[src/rtl/aeolus_alu_datapath.sv]
// ALU and accumulator datapath. The ALU is combinational and feeds an
// accumulator/overflow register that loads when any operation strobe is active.
module aeolus_alu_datapath #(
  parameter int unsigned INPUT_DATA_WIDTH  = 4,
  parameter int unsigned OUTPUT_DATA_WIDTH = 8
) (
  input  logic                         clk,
  input  logic                         reset,
  input  logic                         ADD,
  input  logic                         SUB,
  input  logic                         AND,
  input  logic                         OR,
  input  logic                         XOR,
  input  logic                         INV,
  input  logic                         CLR,
  input  logic                         SNZA,
  input  logic                         SNZS,
  input  logic                         SF,
  input  logic [OUTPUT_DATA_WIDTH-1:0] shiftOut,
  input  logic [INPUT_DATA_WIDTH-1:0]  Aout,
  input  logic [INPUT_DATA_WIDTH-1:0]  Bout,
  output logic [OUTPUT_DATA_WIDTH-1:0] aluOut,
  output logic [OUTPUT_DATA_WIDTH-1:0] ACCout,
  output logic                         OF
);

  localparam int unsigned OW = OUTPUT_DATA_WIDTH;

  logic          add_en;
  logic          snz_sel;
  logic          acc_en;
  logic          carry;
  logic [OW-1:0] in1;
  logic [OW-1:0] in2;
  logic [OW-1:0] alu_res;
  logic [OW:0]   sum_ext;
  logic [OW-1:0] acc_q;
  logic [OW-1:0] acc_d;
  logic          of_q;
  logic          of_d;

  // A conditional shift-add only adds when its shift-flag condition holds.
  assign add_en  = ADD | (SNZA & SF) | (SNZS & ~SF);
  assign snz_sel = SNZA | SNZS;
  assign acc_en  = add_en | SUB | AND | OR | XOR | INV | CLR;

  assign in1     = snz_sel ? acc_q    : OW'(Aout);
  assign in2     = snz_sel ? shiftOut : OW'(Bout);
  assign sum_ext = {1'b0, in1} + {1'b0, in2};

  // Priority-encoded ALU: CLR > add > SUB > AND > OR > XOR > INV.
  always_comb begin
    alu_res = '0;
    carry   = 1'b0;
    if (CLR) begin
      alu_res = '0;
      carry   = 1'b0;
    end else if (add_en) begin
      alu_res = sum_ext[OW-1:0];
      carry   = sum_ext[OW];
    end else if (SUB) begin
      alu_res = in1 - in2;
      carry   = (in1 < in2);
    end else if (AND) begin
      alu_res = in1 & in2;
    end else if (OR) begin
      alu_res = in1 | in2;
    end else if (XOR) begin
      alu_res = in1 ^ in2;
    end else if (INV) begin
      alu_res = ~in1;
    end
  end

  assign acc_d = acc_en ? alu_res : acc_q;
  assign of_d  = acc_en ? carry   : of_q;

  always_ff @(posedge clk) begin
    if (reset) begin
      acc_q <= '0;
      of_q  <= 1'b0;
    end else begin
      acc_q <= acc_d;
      of_q  <= of_d;
    end
  end

  assign aluOut = alu_res;
  assign ACCout = acc_q;
  assign OF     = of_q;

endmodule

[config.mk]
export PLATFORM = sky130hd
export DESIGN_NAME = aeolus_alu_datapath
export DESIGN_NICKNAME = d
export VERILOG_FILES = /design/src/rtl/aeolus_alu_datapath.sv
export SDC_FILE = /design/constraint.sdc
export NUM_CORES = 1
export LEC_CHECK = 0
export BUFFER_PORTS_ARGS = -buffer_cell sky130_fd_sc_hd__buf_4
export CAP_MARGIN = 20
export CORE_AREA = 5 5 63 65
export DETAILED_ROUTE_END_ITERATION = 8
export DIE_AREA = 0 0 68 70
export PLACE_DENSITY = 0.79
export SYNTH_ARGS = -nofsm -noshare
export SYNTH_HDL_FRONTEND = slang
export SYNTH_SLANG_ARGS = --single-unit
[constraint.sdc]
create_clock -name clk -period 3.87 [get_ports clk]
set_clock_uncertainty 0.2 [all_clocks]
set_input_delay 0.387 -clock clk [delete_from_list [all_inputs] [get_ports clk]]
set_output_delay 0.387 -clock clk [all_outputs]
set_load 0.01 [all_outputs]
==> results of run 1 <==
cell usage after synthesis (6+ instances only):
library cell / instances
dfxtp_1: 9
a21oi_1: 15
xnor2_1: 6
mux2i_1: 6
o21ai_0: 15
ha_1: 18
nor3_1: 9
nor2_1: 19
nand2_1: 30
nand3_1: 6
inv_1: 27
clkbuf_1: 9
layer usage:
metal / part of all wire / vias to the layer above
li1: - / 984
met1: 0.39 / 950
met2: 0.50 / 95
met3: 0.078 / 21
met4: 0.032 / 0
met5: 0 / -
cell type report:
type	instances	area, sq um	area share
multi-input cells	198	1383	0.6511
repair buffers	50	375.4	0.1768
flip-flops and latches	9	180.2	0.08486
inverters	27	101.3	0.04773
well taps	46	57.56	0.02711
clock buffers	4	26.28	0.01237
cells by family (layout without fill, tap and decap cells):
logic type                 Yosys count  in the layout  share of synthesized area
AOI/OAI and AO/OA                   77             77                     0.3280
DFF                                  9              9                     0.1050
xor gates and xnor gates             6              6                    0.03061
buffers and inverters               39             81                    0.09256
muxes                                8              8                    0.04811
and+or+nand+nor                     87             87                     0.2413
adders and majority gates           20             20                     0.1545
state kept, by name, indices dropped and copies added (netlist names):
name,cells
OF,1
ACCout,8
metrics by stage:
stage	instances	hold WS [ps]	cell area, sq um	setup WS [ps]	total power (uW)
2_1_floorplan	246	256.1	1717	331.1	323.9
3_3_place_gp	330	262.1	2092	265.8	430.5
3_5_place_dp	330	266.8	2092	181.3	434.0
4_1_cts	334	90.21	2118	171.8	507.8
5_1_grt	334	87.02	2123	20.28	557.2
6_report	334	94.50	2123	224.5	509.9
worst max path at each step:
stage / to / slack, ps
global route: aluOut[7] / 20
global placement: aluOut[6] / 270
detailed placement: aluOut[7] / 180
finish: aluOut[6] / 220
floorplan: aluOut[7] / 330
CTS: aluOut[7] / 170
where the power goes:
part           internal (uW)  switching (uW)  total [uW]  leakage, uW
Clock                   39.7            32.5        72.2    0.0000150
Sequential               100            9.27         110    0.0000737
Combinational            149             179         328     0.000947
==> results.toml, run 1 <==
[die]
coreArea_sq_mm = 0.003284
ios = 45
start_util = 0.5227
dieArea_sq_mm = 0.004760
die_w_microns = 68
rows = 21
fp.dieH_microns = 70

[global_route]
gr-usage-met1 = 0.3062
grt_pass1_vias = 1888
grt_pass1_wl_microns = 8970
grt_max_degree = 18
grt_use_met3 = 0.04167
gr-total-overflow = 0
antenna_found_initial = 0
use_met2 = 0.3972
grt_usage = 0.2414
busiest_layer = "met2"

[timing]
grt_setup_unrepaired = "no"
max_slew_margin = 0.6402
fmax_mhz = 274.3
tns_ps = 0
drv_slew = 0
finalHoldViolCount = 0
min_period_over_period = 0.9420
tightest_slew_ps = 535.6
setup_violations = 0
fin_crit_ps = 3645

[final_layout]
final_nets = 337
nFillCells = 310
drive_gt1_frac = 0.2222
final_cell_mix = "buf_4, nand2_1, inv_1"
diodes = 0
final_util = 0.6465
layout_commonest_cell = "buf_4"
area_delta_synth_final_pct = 23.69

[logic_synthesis]
synth_cells = 246
synth_cell_types = 53
synth_edf_count = 0
synthArstFlopShare = 0
synth_ff_type = "dfxtp_1"
syn-num-nets = 294
synth_seq_cells = 9
syn_area_sq_mm = 0.001717
avgSynthCellArea_sq_um = 6.978
yosys_warnings = 0
yosysTopAreaCell = "ha_1"
synth_top_area_frac = 0.1312
seq_area_frac_synth = 0.1050
synth.area.top_cells = "ha_1, dfxtp_1, nand2_1"

[min_path]
min_delay_worst_endpoint = "ACCout[1]$_SDFFE_PP0P_"
hold_class = "input pin to register"
min_delay_path_depth = 2
hp-start = "reset"

[clock_tree]
h-tree-depth = 1
cts_resized = 0
clkSinkCount = 9
clk_path_buf_depth = 2
tritoncts = "built"
post_cts_buffers = 0
numCtsBuffers = 3
hold_buffers = 0
clk_pin_slew_worst_paths_ps = 60
clock_latency_ps = 260
cts_root_buf = "clkbuf_4"

[setup_path]
cp.arrival_ps = 3060
reg2regPathDepth = 10
path_buf_inv = 2
path_max_fanout = 11
cp.depth = 12
cp-startpoint = "SNZA"
r2r_slack_ps = 960
cpPeakStageDelay_ps = 430
r2r-end = "ACCout[6]$_SDFFE_PP0P_"
critical-path-top-delay-family = "simple AND/OR/NAND/NOR gates"
start_kind = "input pin"
critPathSlowestCell = "fa_1"
path_class = "input pin to output port"
required_ps = 3280
r2r_start = "ACCout[1]$_SDFFE_PP0P_"
end_kind = "output port"
cp_cell_sequence = "buf_4 > or2_1 > nand2_1 > nand2_1 > ha_1 > fa_1 > nor3_1 > o32ai_1 > a211o_1 > o221ai_1 > nor2_1 > buf_4"

[power_and_ir_drop]
p_leak_uw = 0.001036
powerDensity_mw_per_mm2 = 240.2
max-vdd-ir-drop_mv = 0.1636

[route]
dr.pass1.iters = 5
postRouteAntennaNets = 0
drtIter0Drc = 216
route.detailed.drc = 0
wirelength_microns = 5599
vias = 2050
via_per_inst = 6.138
routedWlPerCell_microns = 16.76

[placed_design]
portBuffers = 44
place.gp.congestion = 0.9368
dp.final_hpwl_microns = 4525

[flow_run]
maxCapViolCount = 0

[outcome]
status = "finished, final reports clean"
No activity file was read; power rests on OpenSTA's default activity.
==> run 2: changes to the inputs <==
--- a/config.mk
+++ b/config.mk
@@ -7,10 +7,10 @@
 export LEC_CHECK = 0
 export BUFFER_PORTS_ARGS = -buffer_cell sky130_fd_sc_hd__buf_4
 export CAP_MARGIN = 20
-export CORE_AREA = 5 5 63 65
+export CORE_AREA = 5 5 61 63
 export DETAILED_ROUTE_END_ITERATION = 8
-export DIE_AREA = 0 0 68 70
-export PLACE_DENSITY = 0.79
+export DIE_AREA = 0 0 66 68
+export PLACE_DENSITY = 0.84
 export SYNTH_ARGS = -nofsm -noshare
 export SYNTH_HDL_FRONTEND = slang
 export SYNTH_SLANG_ARGS = --single-unit
==> constraint.sdc (replaced) <==
create_clock -name clk -period 4.5 [get_ports clk]
set_clock_uncertainty 0.2 [all_clocks]
set_input_delay 0.45 -clock clk [delete_from_list [all_inputs] [get_ports clk]]
set_output_delay 0.45 -clock clk [all_outputs]
set_load 0.01 [all_outputs]
==> run 2 against run 1 <==
Via count is 0.73% lower; final area is 1.8% lower; highest routed layer unchanged; critical path type unchanged; power is 15% lower; largest power group unchanged.
==> results.toml, run 2 (same netlist as run 1, synthesis figures left out) <==
[outcome]
status = "finished, final reports clean"

[setup_path]
path_max_fanout = 11
path_buf_inv = 3
cp.arrival_ps = 3320
end_kind = "output port"
start_kind = "input pin"
reg2regPathDepth = 10
critPathSlowestCell = "a21boi_0"
path_class = "input pin to output port"
cp_cell_sequence = "buf_4 > o21ai_0 > a21boi_0 > inv_1 > ha_1 > a21oi_1 > o221ai_1 > a21oi_2 > nor2_1 > or4_4 > nor3_1 > buf_4"
required_ps = 3850
r2r-end = "ACCout[7]$_SDFFE_PP0P_"
cpMostUsedCell = "buf_4"
r2r_slack_ps = 1400
critical-path-top-delay-family = "compound AO/OA/AOI/OAI gates"
cpPeakStageDelay_ps = 590
r2r_start = "ACCout[1]$_SDFFE_PP0P_"

[power_and_ir_drop]
p_sw_uw = 189.5
combPwrFrac = 0.638
max-vdd-ir-drop_mv = 0.1298
intPower_uw = 244.9
switching_share = 0.4362
powerDensity_mw_per_mm2 = 208.2
seq_power_share = 0.217
power_uw = 434.3
p_leak_uw = 0.001015
clkPwrFrac = 0.145

[route]
vias = 2035
route.detailed.drc = 0
dr.pass1.iters = 5
routedWlPerCell_microns = 16.36
via_per_inst = 6.167
wirelength_microns = 5400
drtIter0Drc = 176
postRouteAntennaNets = 0

[die]
dieArea_sq_mm = 0.004488
start_util = 0.5399
coreArea_sq_mm = 0.003179
rows = 21
die_w_microns = 66
fp.dieH_microns = 68
ios = 45

[timing]
tightest_slew_ps = 778.0
setup_slack_ps = 527.4
finalHoldWorstSlack_ps = 165.1
grt_setup_unrepaired = "no"
drv_slew = 0
fmax_mhz = 251.7
min_period_over_period = 0.8828
max_slew_margin = 0.4765
finalHoldViolCount = 0
fin_crit_ps = 3973
tns_ps = 0
setup_violations = 0

[clock_tree]
clk_pin_slew_worst_paths_ps = 60
hold_buffers = 0
cts_root_buf = "clkbuf_4"
clkSinkCount = 9
tritoncts = "built"
numCtsBuffers = 3
h-tree-depth = 1
post_cts_buffers = 0
clock_latency_ps = 260
cts_resized = 0
clk_path_buf_depth = 2

[final_layout]
drive_gt1_frac = 0.2113
area_delta_synth_final_pct = 21.50
register_area_sq_um = 180.2
diodes = 0
final_nets = 333
layout_commonest_cell = "buf_4"
final_cell_mix = "buf_4, nand2_1, inv_1"
largest_reg_flops = 8
final_util = 0.6560
multi_input_area_sq_mm = 0.001378
nFillCells = 306

[placed_design]
place.gp.congestion = 0.9372
dp.final_hpwl_microns = 4282
portBuffers = 44
dp_slack_ps = 523.6

[min_path]
hp-start = "reset"
min_delay_worst_endpoint = "ACCout[1]$_SDFFE_PP0P_"
hold_class = "input pin to register"
min_delay_path_depth = 2

[global_route]
grt_max_degree = 18
grt_pass1_wl_microns = 8535
grt_usage = 0.2446
antenna_found_initial = 0
gr-total-overflow = 0
grt_pass1_vias = 1820

[flow_run]
maxCapViolCount = 0
==> run 2: power groups by stage <==
stage,clock network [uW],logic [uW],registers (uW)
2_1_floorplan,0,182,96.5
5_1_grt,72.1,306,94.9
4_1_cts,63.6,274,94.2
3_5_place_dp,0,272,95.9
3_3_place_gp,0,268,95.7
6_report,63.0,277,94.1
==> run 2: metal layers <==
metal | part of all wire | global-route usage | vias up
met3 | 0.086 | 0.03448 | 20
met1 | 0.41 | 0.3208 | 923
met4 | 0.038 | 0.08376 | 0
met5 | 0 | 0 | -
li1 | - | - | 973
met2 | 0.47 | 0.4118 | 119
==> run 2: worst reg2reg max path, stage by stage (launching register included) <==
cell and delay [ps]:
dfxtp_1 330, o21ai_0 110, a21boi_0 590, inv_1 180
ha_1 260, a21oi_1 120, o221ai_1 260, a21oi_2 180
nor2_1 50, or4_4 540, o31ai_2 210
==> run 2: cell type report <==
class | instances | share of cell area
Multi-Input combinational cell | 198 | 0.6605
Timing Repair Buffer | 46 | 0.1644
Sequential cell | 9 | 0.08638
Inverter | 27 | 0.04859
Tap cell | 46 | 0.02759
Clock buffer | 4 | 0.01260
==> run 2: worst max-delay path by stage <==
stage                 to  slack, ps  depth (start not counted)  start
6_report       aluOut[7]        530                         12   SNZA
5_1_grt        aluOut[7]        190                         12   SNZA
4_1_cts        aluOut[7]        510                         12   SNZA
3_5_place_dp   aluOut[7]        520                         12   SNZA
3_3_place_gp   aluOut[7]        550                         11   SNZA
2_1_floorplan  aluOut[7]        840                         10   SNZS
==> run 2: metrics by stage <==
stage                     std cells  cell area, sq um
after floorplan                 246              1717
after global placement          325              2054
after detailed placement        326              2059
after CTS                       330              2086
after global routing            330              2086
final                           330              2086
==> run 3: changes to the inputs <==
--- a/config.mk
+++ b/config.mk
@@ -5,11 +5,12 @@
 export SDC_FILE = /design/constraint.sdc
 export NUM_CORES = 1
 export LEC_CHECK = 0
+export ABC_AREA = 1
 export BUFFER_PORTS_ARGS = -buffer_cell sky130_fd_sc_hd__buf_4
 export CAP_MARGIN = 20
-export CORE_AREA = 5 5 61 63
+export CORE_AREA = 5 5 63 65
 export DETAILED_ROUTE_END_ITERATION = 8
-export DIE_AREA = 0 0 66 68
+export DIE_AREA = 0 0 68 70
 export PLACE_DENSITY = 0.84
 export SYNTH_ARGS = -nofsm -noshare
 export SYNTH_HDL_FRONTEND = slang
==> run 3 against run 2 <==
Clock power about the same; wire length up 0.28%; worst hold slack better by 59 ps; combinational power about the same; global-route usage down 0.44 points; sequential share of layout area down 0.57 points; via count up 6.0%; register-to-register slack better by 600 ps; sequential power down 0.9%; non-clock buffer count down 2; die area up 6.1%; power up 0.13%; critical endpoint is now aluOut[6]; largest cell class unchanged; largest power group unchanged.
==> results.toml, run 3 <==
[outcome]
status = "finished, final reports clean"

[logic_synthesis]
synth_cell_types = 37
syn_area_sq_mm = 0.001874
yosys_warnings = 0
synth.area.top_cells = "nand2_1, ha_1, inv_1"
synthArstFlopShare = 0
synth_top_area_frac = 0.2043
synth-simple-area-share = 0.4186
avgSynthCellArea_sq_um = 5.767
synth_compound_area_frac = 0.1903
yosysTopAreaCell = "nand2_1"
seq_area_frac_synth = 0.09613
synth_ff_type = "dfxtp_1"
synth-xor-area-share = 0
synth_cells = 325
synth_seq_cells = 9
synth_common_cells = "nand2_1, inv_1, a21oi_1"
synth_adder_area_share = 0.1415
synthMostInstantiatedCell = "nand2_1"
synth.area.mux_share = 0
synth_edf_count = 0
synth_top_family_by_area = "simple AND/OR/NAND/NOR gates"
syn-num-nets = 373

[clock_tree]
clk_path_buf_depth = 2
cts_root_buf = "clkbuf_4"
cts_resized = 0
post_cts_buffers = 0
clk_pin_slew_worst_paths_ps = 60
clock_latency_ps = 260
h-tree-depth = 1
clkSinkCount = 9
tritoncts = "built"
hold_buffers = 0
numCtsBuffers = 3

[final_layout]
instances_no_fill = 412
largest_reg_flops = 8
layout_commonest_cell = "nand2_1"
final_nets = 415
diodes = 0
drive_gt1_frac = 0.2077
final_cell_mix = "nand2_1, inv_1, buf_4"
area_delta_synth_final_pct = 19.16

[timing]
max_slew_margin = 0.5984
fin_crit_ps = 3506
finalHoldViolCount = 0
setup_slack_ps = 994.0
setup_violations = 0
grt_setup_unrepaired = "no"
fmax_mhz = 285.2
min_period_over_period = 0.7791
tightest_slew_ps = 600.7
drv_slew = 0
tns_ps = 0

[die]
fp.dieH_microns = 70
dieArea_sq_mm = 0.004760
coreArea_sq_mm = 0.003284
rows = 21
start_util = 0.5707
die_w_microns = 68
ios = 45

[global_route]
antenna_found_initial = 0
grt_max_degree = 16
grt_pass1_wl_microns = 9142
grt_pass1_vias = 1993
grt_usage = 0.2402
gr-total-overflow = 0

[placed_design]
dp_slack_ps = 1012
dp.final_hpwl_microns = 4424
portBuffers = 44
place.gp.congestion = 0.9206
dp_cells = 408

[setup_path]
path_class = "input pin to output port"
cp_cell_sequence = "buf_4 > nor2_4 > nand2_1 > nand2_1 > inv_1 > ha_1 > fa_1 > nand3b_1 > nand2_1 > nand2_1 > nand2_1 > nand2_1 > nand2_1 > nand2_1 > nand3_1 > nand2_1 > nand3_1 > inv_1 > buf_4"
cpMostUsedCell = "nand2_1"
cpPeakStageDelay_ps = 420
path_buf_inv = 4
critical-path-top-delay-family = "simple AND/OR/NAND/NOR gates"
critPathSlowestCell = "fa_1"
end_kind = "output port"
start_kind = "input pin"
cp.depth = 19
cp.arrival_ps = 2860
reg2regPathDepth = 15
path_max_fanout = 15
required_ps = 3850

[power_and_ir_drop]
p_leak_uw = 0.001275
powerDensity_mw_per_mm2 = 194.7
max-vdd-ir-drop_mv = 0.1802

[route]
wirelength_microns = 5415
route.detailed.drc = 0
via_per_inst = 5.235
dr.pass1.iters = 4
routedWlPerCell_microns = 13.14
vias = 2157
postRouteAntennaNets = 0
drtIter0Drc = 210

[min_path]
hold_class = "input pin to register"
min_delay_path_depth = 2

[flow_run]
maxCapViolCount = 0
[run 3: cell types whose count changed after synthesis, sizes merged, moves of 7 or more]
| cell | before | now |
|---|---|---|
| a21oi | 16 | 26 |
| inv | 27 | 62 |
| nand2 | 30 | 110 |
| nand3 | 6 | 27 |
| nor3 | 9 | 2 |
[run 3: path summary, 6_finish.rpt]
kind	from	endpoint	slack, ps
worst min-delay path	reset	ACCout[7]$_SDFFE_PP0P_	220
worst max-delay path	SNZA	aluOut[6]	990
worst min register to register	OF$_SDFFE_PP0P_	OF$_SDFFE_PP0P_	270
worst max register to register	ACCout[0]$_SDFFE_PP0P_	ACCout[6]$_SDFFE_PP0P_	2000
[run 3: logic make-up (layout without fill, tap and decap cells)]
group	after synthesis	in the layout
adders and majority gates	20	20
DFF	9	9
AOI/OAI and AO/OA	60	60
and+or+nand+nor	167	167
buffers and inverters	69	110
[run 3: cell type report]
class / instances / area [sq um]
repair buffers: 44 / 330.3
fillers: 316 / 1051
inverters: 62 / 232.7
multi-input cells: 247 / 1406
clock buffers: 4 / 26.28
well taps: 46 / 57.56
flip-flops and latches: 9 / 180.2
[run 3: metrics by stage]
stage	utilization	area, sq um	hold WS [ps]	power (uW)
after floorplan	-	1874	287.4	283.0
after global placement	0.6720	2207	257.4	364.3
after detailed placement	0.6720	2207	265.1	369.2
after CTS	0.6800	2233	214.1	434.8
after global routing	0.6800	2233	215.1	477.3
final	0.6800	2233	224.1	434.9
[run 3: worst reg2reg max path, cell delays in order (launching register included)]
cell and delay (ps):
dfxtp_1 350, nand2_1 60, nand2_1 100, inv_1 90, ha_1 210, fa_1 420, nand3b_1 180, nand2_1 130
nand2_1 90, nand2_1 60, nand2_1 70, nand3_1 80, nand3_1 80, nand2_1 90, nand3_1 100, a21oi_1 140
[run 3: routing by layer]
metal,up-vias,share of wire,track usage
li1,1113,-,-
met4,0,0.0055,0.05960
met5,-,0,0
met3,4,0.076,0.02724
met2,93,0.48,0.3844
met1,947,0.44,0.3362
[run 3: power by group]
group | internal, uW | total (uW) | switching, uW
Combinational | 111 | 279 | 168
Clock | 34.2 | 62.7 | 28.5
Sequential | 86.0 | 93.3 | 7.32
Total | 231 | 435 | 204
